<file path="config.mk">
export PLATFORM = sky130hd
export DESIGN_NAME = timestamper_pulses_ctrl
export DESIGN_NICKNAME = d
export VERILOG_FILES = /design/src/rtl/timestamper_pulses_ctrl.sv
export SDC_FILE = /design/constraint.sdc
export NUM_CORES = 1
export LEC_CHECK = 0
export ABC_AREA = 1
export CELL_PAD_IN_SITES_DETAIL_PLACEMENT = 2
export CELL_PAD_IN_SITES_GLOBAL_PLACEMENT = 2
export CORE_ASPECT_RATIO = 0.8
export CORE_MARGIN = 4
export CORE_UTILIZATION = 27
export CTS_CLUSTER_DIAMETER = 100
export CTS_CLUSTER_SIZE = 14
export DETAILED_ROUTE_END_ITERATION = 16
export GPL_TIMING_DRIVEN = 0
export PLACE_DENSITY = 0.95
export SLEW_MARGIN = 30
export SYNTH_ARGS = -nofsm -noshare
export SYNTH_HDL_FRONTEND = slang
export SYNTH_SLANG_ARGS = --single-unit
</file>
<file path="constraint.sdc">
create_clock -name OPB_Clk -period 2.47 [get_ports OPB_Clk]
set_input_delay 0.494 -clock OPB_Clk [delete_from_list [all_inputs] [get_ports OPB_Clk]]
set_output_delay 0.494 -clock OPB_Clk [all_outputs]
set_load 0.05 [all_outputs]
</file>
<file path="src/rtl/timestamper_pulses_ctrl.sv">
// OPB slave that gates timestamped pulse words into a circular buffer and
// exposes run/clear control plus address, accepted-count and drop-count status.
module timestamper_pulses_ctrl #(
  parameter logic [31:0] C_BASEADDR = 32'h0100_0000,
  parameter logic [31:0] C_HIGHADDR = 32'h0100_00FF,
  parameter int          C_ADDR_W   = 10
) (
  input  logic                OPB_Clk,
  input  logic                OPB_Rst,
  input  logic [31:0]         OPB_ABus,
  input  logic [3:0]          OPB_BE,
  input  logic [31:0]         OPB_DBus,
  input  logic                OPB_RNW,
  input  logic                OPB_select,
  input  logic                OPB_seqAddr,
  output logic [31:0]         Sl_DBus,
  output logic                Sl_xferAck,
  output logic                Sl_errAck,
  output logic                Sl_retry,
  output logic                Sl_toutSup,
  input  logic                pulse_valid,
  input  logic [31:0]         pulse_data,
  output logic                buf_we,
  output logic [C_ADDR_W-1:0] buf_addr,
  output logic [31:0]         buf_data
);

  typedef enum logic [1:0] {IDLE, ACK, HOLD} bus_state_t;

  bus_state_t            state;
  logic                  ack_q;
  logic                  sel_block;
  logic                  run;
  logic                  wrap;
  logic [C_ADDR_W-1:0]   wr_addr;
  logic [31:0]           count;
  logic [31:0]           drop;
  logic [31:0]           rdata;
  logic [1:0]            reg_idx;
  logic                  hit;
  logic                  ctrl_wr;
  logic                  clear_now;
  logic                  accept;
  logic                  dropped;
  logic                  unused_bits;

  function automatic logic [31:0] sat_inc(input logic [31:0] v);
    return (v == 32'hFFFF_FFFF) ? v : v + 32'd1;
  endfunction

  // Buses are OPB big-endian numbered; held here as plain value bits (bit 0 = LSB).
  assign reg_idx   = OPB_ABus[3:2];
  assign hit       = OPB_select && (OPB_ABus >= C_BASEADDR) && (OPB_ABus <= C_HIGHADDR);
  assign ctrl_wr   = ack_q && !OPB_RNW && (reg_idx == 2'd0) && OPB_BE[0];
  assign clear_now = ctrl_wr && OPB_DBus[1];
  assign accept    = pulse_valid && run && !clear_now;
  assign dropped   = pulse_valid && !run && !clear_now;

  assign unused_bits = ^{OPB_seqAddr, OPB_BE[3:1], OPB_DBus[31:2]};

  assign Sl_xferAck = ack_q;
  assign Sl_errAck  = 1'b0;
  assign Sl_retry   = 1'b0;
  assign Sl_toutSup = 1'b0;

  // A select still high across reset must drop once before it can be acked.
  always_ff @(posedge OPB_Clk) begin
    if (!OPB_Rst) begin
      state     <= IDLE;
      ack_q     <= 1'b0;
      sel_block <= OPB_select;
    end else begin
      if (!OPB_select) sel_block <= 1'b0;
      case (state)
        IDLE: begin
          ack_q <= 1'b0;
          if (hit && !sel_block) begin
            state <= ACK;
            ack_q <= 1'b1;
          end
        end
        ACK: begin
          state <= HOLD;
          ack_q <= 1'b0;
        end
        HOLD: begin
          ack_q <= 1'b0;
          if (!OPB_select) state <= IDLE;
        end
        default: begin
          state <= IDLE;
          ack_q <= 1'b0;
        end
      endcase
    end
  end

  always_ff @(posedge OPB_Clk) begin
    if (!OPB_Rst) run <= 1'b0;
    else if (ctrl_wr) run <= OPB_DBus[0];
  end

  // Pulse stage: one registered cycle from accepted pulse to buffer write.
  always_ff @(posedge OPB_Clk) begin
    if (!OPB_Rst) begin
      buf_we   <= 1'b0;
      buf_addr <= '0;
      buf_data <= '0;
      wr_addr  <= '0;
      wrap     <= 1'b0;
      count    <= '0;
      drop     <= '0;
    end else begin
      buf_we <= accept;
      if (accept) begin
        buf_addr <= wr_addr;
        buf_data <= pulse_data;
      end
      if (clear_now) begin
        wr_addr <= '0;
        wrap    <= 1'b0;
        count   <= '0;
        drop    <= '0;
      end else begin
        if (accept) begin
          if (wr_addr == '1) wrap <= ~wrap;
          wr_addr <= wr_addr + 1'b1;
          count   <= count + 32'd1;
        end
        if (dropped) drop <= sat_inc(drop);
      end
    end
  end

  always_comb begin
    rdata = '0;
    case (reg_idx)
      2'd0: rdata = {31'd0, run};
      2'd1: rdata = {wrap, 31'(wr_addr)};
      2'd2: rdata = count;
      2'd3: rdata = drop;
      default: rdata = '0;
    endcase
  end

  assign Sl_DBus = ack_q ? rdata : 32'd0;

endmodule
</file>
After elaboration in Yosys (flattened, before gate mapping). Index checks and enable logic that the tools add are counted.

Register bits after elaboration: 123. Latch bits: 0. RAM bits: 0. Memory bits (read-only): 0. Input bits: 106. Logic and storage cells: 59. Memories: 0.

Add/subtract/negate cells: 3. $mul: 0. Divide/modulo/power cells: 0. Order comparisons: 2. Equal/unequal tests: 10. Shift operators: 0. Mux-type cells: 8. Bitwise operators: 3. Reduce and logical (&&, ||, !) cells: 22.

Operators by type and width (number): one-hot mux 32 bit (4 select lines) (1); adder 32 x 1 -> 32 bit, second input constant (2); == test 32 bit, second input constant (1); >= comparator 32 x 25 -> 1 bit, second input constant (1); less-or-equal comparator 32 x 25 -> 1 bit, second input constant (1); two-way mux 32 bit (1); logical AND 1 bit (11); adder 10 x 1 -> 10 bit, second input constant (1); == test 10 bit, second input constant (1); AND reduction 2 bit (4); == test 2 bit, second input constant (3); != test 2 bit, second input constant (3); one-hot mux 2 bit (3 select lines) (1); == test 2 x 1 -> 1 bit, second input constant (2); zero test 1 bit (4); zero test 2 bit (2); two-way mux 2 bit (2); two-way mux 1 bit (3); NOT 1 bit (3); OR reduction 2 bit (1).

Logic depth before layout (Yosys ltp).
Depth in word-level cells: 8. Gate-level depth with buffers: 11. Gate-level depth less buffers: 11.

Least setup slack after synthesis. OpenSTA, ideal clock, no wires.

Path type: input port to output port. Start: input OPB_ABus[3]. End: output Sl_DBus[11]. Arrival: 2057 ps. Required time: 1976 ps. Setup slack: -81 ps. Stages: 6. Path buffers: 2. Cells stage by stage: buf_2 -> nand2_1 -> clkinv_1 -> clkbuf_1 -> nand2_1 -> a21oi_1.

Word-level cells in the longest chain between the ends: 3.

RTL lines: start, declared (RTL line 10) `input logic [31:0] OPB_ABus,`; == test 2 bit, or another cell as far along (RTL line 137) `case (reg_idx)`; one-hot mux 32 bit (4 select lines) * (RTL line 137); two-way mux 32 bit * (RTL line 146) `assign Sl_DBus = ack_q ? rdata : 32'd0;`; end, declared (RTL line 16) `output logic [31:0] Sl_DBus,`.

Mark *: on every way between the ends. The rest lies on a longest branch, timed or not.

Final worst setup path.
Start: input OPB_ABus[2]. End: output Sl_DBus[18].

The elaborated chain is that of the path after synthesis.

==> flow_metrics.env <==
export IMPL_hold_class="flop to flop"
export IMPL_routed_via_density=5.327
export IMPL_area_delta_synth_final_pct=34.99
export IMPL_coreArea_sq_mm=0.02463
export IMPL_ctsHoldBuffers=0
export IMPL_total_power_w=0.004808
export IMPL_n_antenna_cell=0
export IMPL_fp_dieW_um=186.1
export IMPL_drt_iter0_markers=610
export IMPL_rsz0062_at_grt="true"
export IMPL_htree_num_levels=4
export IMPL_finalWeightedCongestion=0.8392
export IMPL_first_global_vias=9612
export IMPL_critical_path_class="input port to output port"
export IMPL_power_switching_w=0.001344
export IMPL_critPathLaunch="OPB_ABus[2]"
export IMPL_post_dp_hpwl_mm=25.52
export IMPL_cp_data_arrival_time_ns=1.93
export IMPL_min_period_over_period=0.9817
export IMPL_cp_cell_sequence="clkdlybuf4s15_2 -> nor2_4 -> clkbuf_2 -> nand2_1 -> a21oi_2 -> buf_4"
export IMPL_r2r_slack_ns=0.10
export IMPL_cts_reportedPaths_clkPinSlew_ns=0.06
export IMPL_dp_slack_ns=-1.261
export IMPL_ys_types=37
export IMPL_fillers=2984
export IMPL_power_internal_w=0.003464
export IMPL_max_stage_delay_ns=0.31
export IMPL_vias=8502
export IMPL_startpoint_type="input port"
export IMPL_antenna_left=0
export IMPL_max_cap_violations=0
export IMPL_grt_overflow_total=0
export IMPL_grt_total_usage=0.2699
export IMPL_routedWlPerCell_um=23.61
export IMPL_use_met3=0.06449
export IMPL_use_met2=0.4575
export IMPL_swShare=0.2795
export IMPL_critPathMaxFanout=10
export IMPL_io_buffer_count=140
export IMPL_p_seq_frac=0.415
export IMPL_grt_first_pass_wirelength_mm=57.44
export IMPL_finalClockSkew_ns=0.01705
export IMPL_met1_usage=0.3237
export IMPL_final_cell_mix="344 x nand2_1, 206 x nor2_1, 122 x dfxtp_1"
export IMPL_ys_ff_latch=123
export IMPL_end_kind="output port"
export IMPL_dieArea_sq_mm=0.02799
export IMPL_reg2reg_depth=8
export IMPL_drc=0
export IMPL_r2r_end="count[13]"
export IMPL_ir_drop_mv=0.3020
export IMPL_initial_utilization=0.2780
export IMPL_antenna_found_initial=0
export IMPL_cp_required_ns=1.98
export IMPL_num_rows=51
export IMPL_synth_area_top_cells="dfxtp_1 36%, nand2_1 19%, nor2_1 11%"
export IMPL_setup_slack_ns=0.04530
export IMPL_cp_num_buf_inv=3
export IMPL_fin_crit_ns=2.425
export IMPL_tightest_slew_ns=0.7685
export IMPL_setup_viol=0
export IMPL_syn_area_sq_mm=0.006848
export IMPL_synth_warnings=0
export IMPL_drv_slew=0
export IMPL_seq_area_frac_synth=0.3610
export IMPL_p_per_area_mw_per_mm2=520.1
export IMPL_root_buffer="clkbuf_16"
export IMPL_critPathTopFamily="buffers and inverters"
export IMPL_clock_path_buffers=2
export IMPL_pwr_share_comb=0.062
export IMPL_wl_mm=37.68
export IMPL_p_leak_nw=3.297
export IMPL_clock_sinks=123
export IMPL_synthCells=1104
export IMPL_io_pins=185
export IMPL_synth_largest_area_cell="dfxtp_1"
export IMPL_busiest_layer="met2"
export IMPL_layout_commonest_cell="nand2_1"
export IMPL_cts_tree="done"
export IMPL_grt_max_degree=17
export IMPL_status="finished clean"
export IMPL_nets=1374
export IMPL_hold_violations=0
export IMPL_slowest_stage="clkbuf_2"
export IMPL_hp_start="buf_data[24]"
export IMPL_die_h_um=150.4
export IMPL_timing_rr_start="Sl_xferAck"
export IMPL_clk_latency_ns=0.45
export IMPL_yosys_area_top_type_share=0.3567
export IMPL_numCtsBuffers=17
export IMPL_p_clk_frac=0.523
export IMPL_syn_avg_cell_area_sq_um=6.203
export IMPL_slew_headroom=0.4877
export IMPL_max_freq_mhz=412.4
export IMPL_drive_gt1_frac=0.1221
export IMPL_firstDrtPassIters=5
export IMPL_whs_endpoint="buf_data[24]"
export IMPL_hold_depth=2
[power groups by stage]
| stage | Combinational [W] | Sequential [W] | Clock [W] |
|---|---|---|---|
| 2_1_floorplan | 0.000113 | 0.00204 | 0 |
| 3_3_place_gp | 0.000261 | 0.00204 | 0 |
| 3_5_place_dp | 0.000277 | 0.00204 | 0 |
| 4_1_cts | 0.000295 | 0.00200 | 0.00252 |
| 5_1_grt | 0.000318 | 0.00199 | 0.00263 |
| 6_report | 0.000300 | 0.00200 | 0.00251 |
[flip-flops by register name, summed over array words and instances, names as in the netlist]
| signal | count |
|---|---|
| buf_data | 32 |
| wrap | 1 |
| buf_we | 1 |
| sel_block | 1 |
| buf_addr | 10 |
| run | 1 |
| state | 2 |
| Sl_xferAck | 1 |
| drop | 32 |
| wr_addr | 10 |
| count | 32 |
[layout make-up]
| type | instances | area [sq um] | share of cell area |
|---|---|---|---|
| buffer | 42 | 242.7 | 0.02626 |
| sequential | 123 | 2472 | 0.2675 |
| tap | 318 | 397.9 | 0.04304 |
| clock inverter | 14 | 121.4 | 0.01313 |
| clock buffer | 18 | 439.2 | 0.04751 |
| inverter | 100 | 380.4 | 0.04115 |
| timing repair buffer | 140 | 1296 | 0.1402 |
| multi-input combinational | 841 | 3894 | 0.4212 |
[kinds of logic (layout without fill, tap and decap cells)]
| group | after synthesis | after routing | share of synthesized area |
|---|---|---|---|
| XOR/XNOR | 17 | 17 | 0.02174 |
| AO/OA/AOI/OAI | 156 | 156 | 0.1222 |
| flip-flops | 123 | 123 | 0.3610 |
| other | 1 | 3 | 0.0005476 |
| adder cells (fa/ha/maj) | 3 | 3 | 0.005482 |
| buffers and inverters | 142 | 314 | 0.08697 |
| AND/OR/NAND/NOR | 662 | 662 | 0.4020 |
[through the flow]
step	cell area (sq um)	TNS, ns	hold slack (ns)	instances	utilization
2_1_floorplan	6934	0	0.4469	1106	-
3_3_place_gp	8733	-43.79	0.4541	1564	0.3546
3_5_place_dp	8733	-59.33	0.4770	1564	0.3546
4_1_cts	9234	-0.003177	0.5000	1596	0.3749
5_1_grt	9244	-0.02418	0.5266	1596	0.3753
6_report	9244	0	0.4931	1596	0.3753
[cells in the mapped netlist]
library cell,count
a21oi_2,10
nor2_1,209
nor4_1,5
nand4_1,14
nor2_2,2
a211oi_1,4
a21oi_1,68
xnor2_1,4
edfxtp_1,1
clkinv_1,1
conb_1,1
nand2_2,9
nand3b_1,2
o21bai_1,1
nor2_8,1
nand2_1,346
dfxtp_1,122
nor3b_1,1
buf_2,11
nor3_1,19
inv_1,96
nand2_4,3
nand3_1,43
nand4_4,1
ha_1,3
o21a_1,1
buf_6,1
inv_2,3
buf_4,5
buf_1,3
buf_8,2
and3_1,1
a221oi_1,1
xor2_1,13
o21ai_0,71
nor2_4,6
clkbuf_1,20
[worst register-to-register path: stages, from the launching register on]
cell and delay, ns:
dfxtp_1 0.43, inv_1 0.22, nor2_2 0.20, nand4_4 0.22, nand2_4 0.25, buf_4 0.27
buf_2 0.32, nand2_1 0.11, a21oi_1 0.25
[timing repair]
| item | in CTS | in global routing |
|---|---|---|
| cloned | 0 | 0 |
| endpoints found under the hold margin | 0 | 0 |
| gates resized for setup | 188 | 19 |
| setup buffers | 0 | 0 |
| endpoints found under the setup margin | 40 | 45 |
| pin swaps | 0 | 0 |
[routing by layer]
layer | vias to the layer above | part of all wire
li1 | 3806 | -
met1 | 4298 | 0.42
met2 | 284 | 0.49
met3 | 114 | 0.051
met4 | 0 | 0.045
met5 | - | 0
[worst max path at each step]
stage                             end  slack (ns)  depth (start not counted)
after floorplan            Sl_DBus[0]        0.13                          3
after global placement    Sl_DBus[19]       -1.11                          7
after detailed placement  Sl_DBus[19]       -1.26                          7
after CTS                  Sl_DBus[4]      -0.002                          9
after global routing       Sl_DBus[4]       -0.02                          9
final                     Sl_DBus[18]        0.05                          6
No activity file was read; power rests on OpenSTA's default activity.
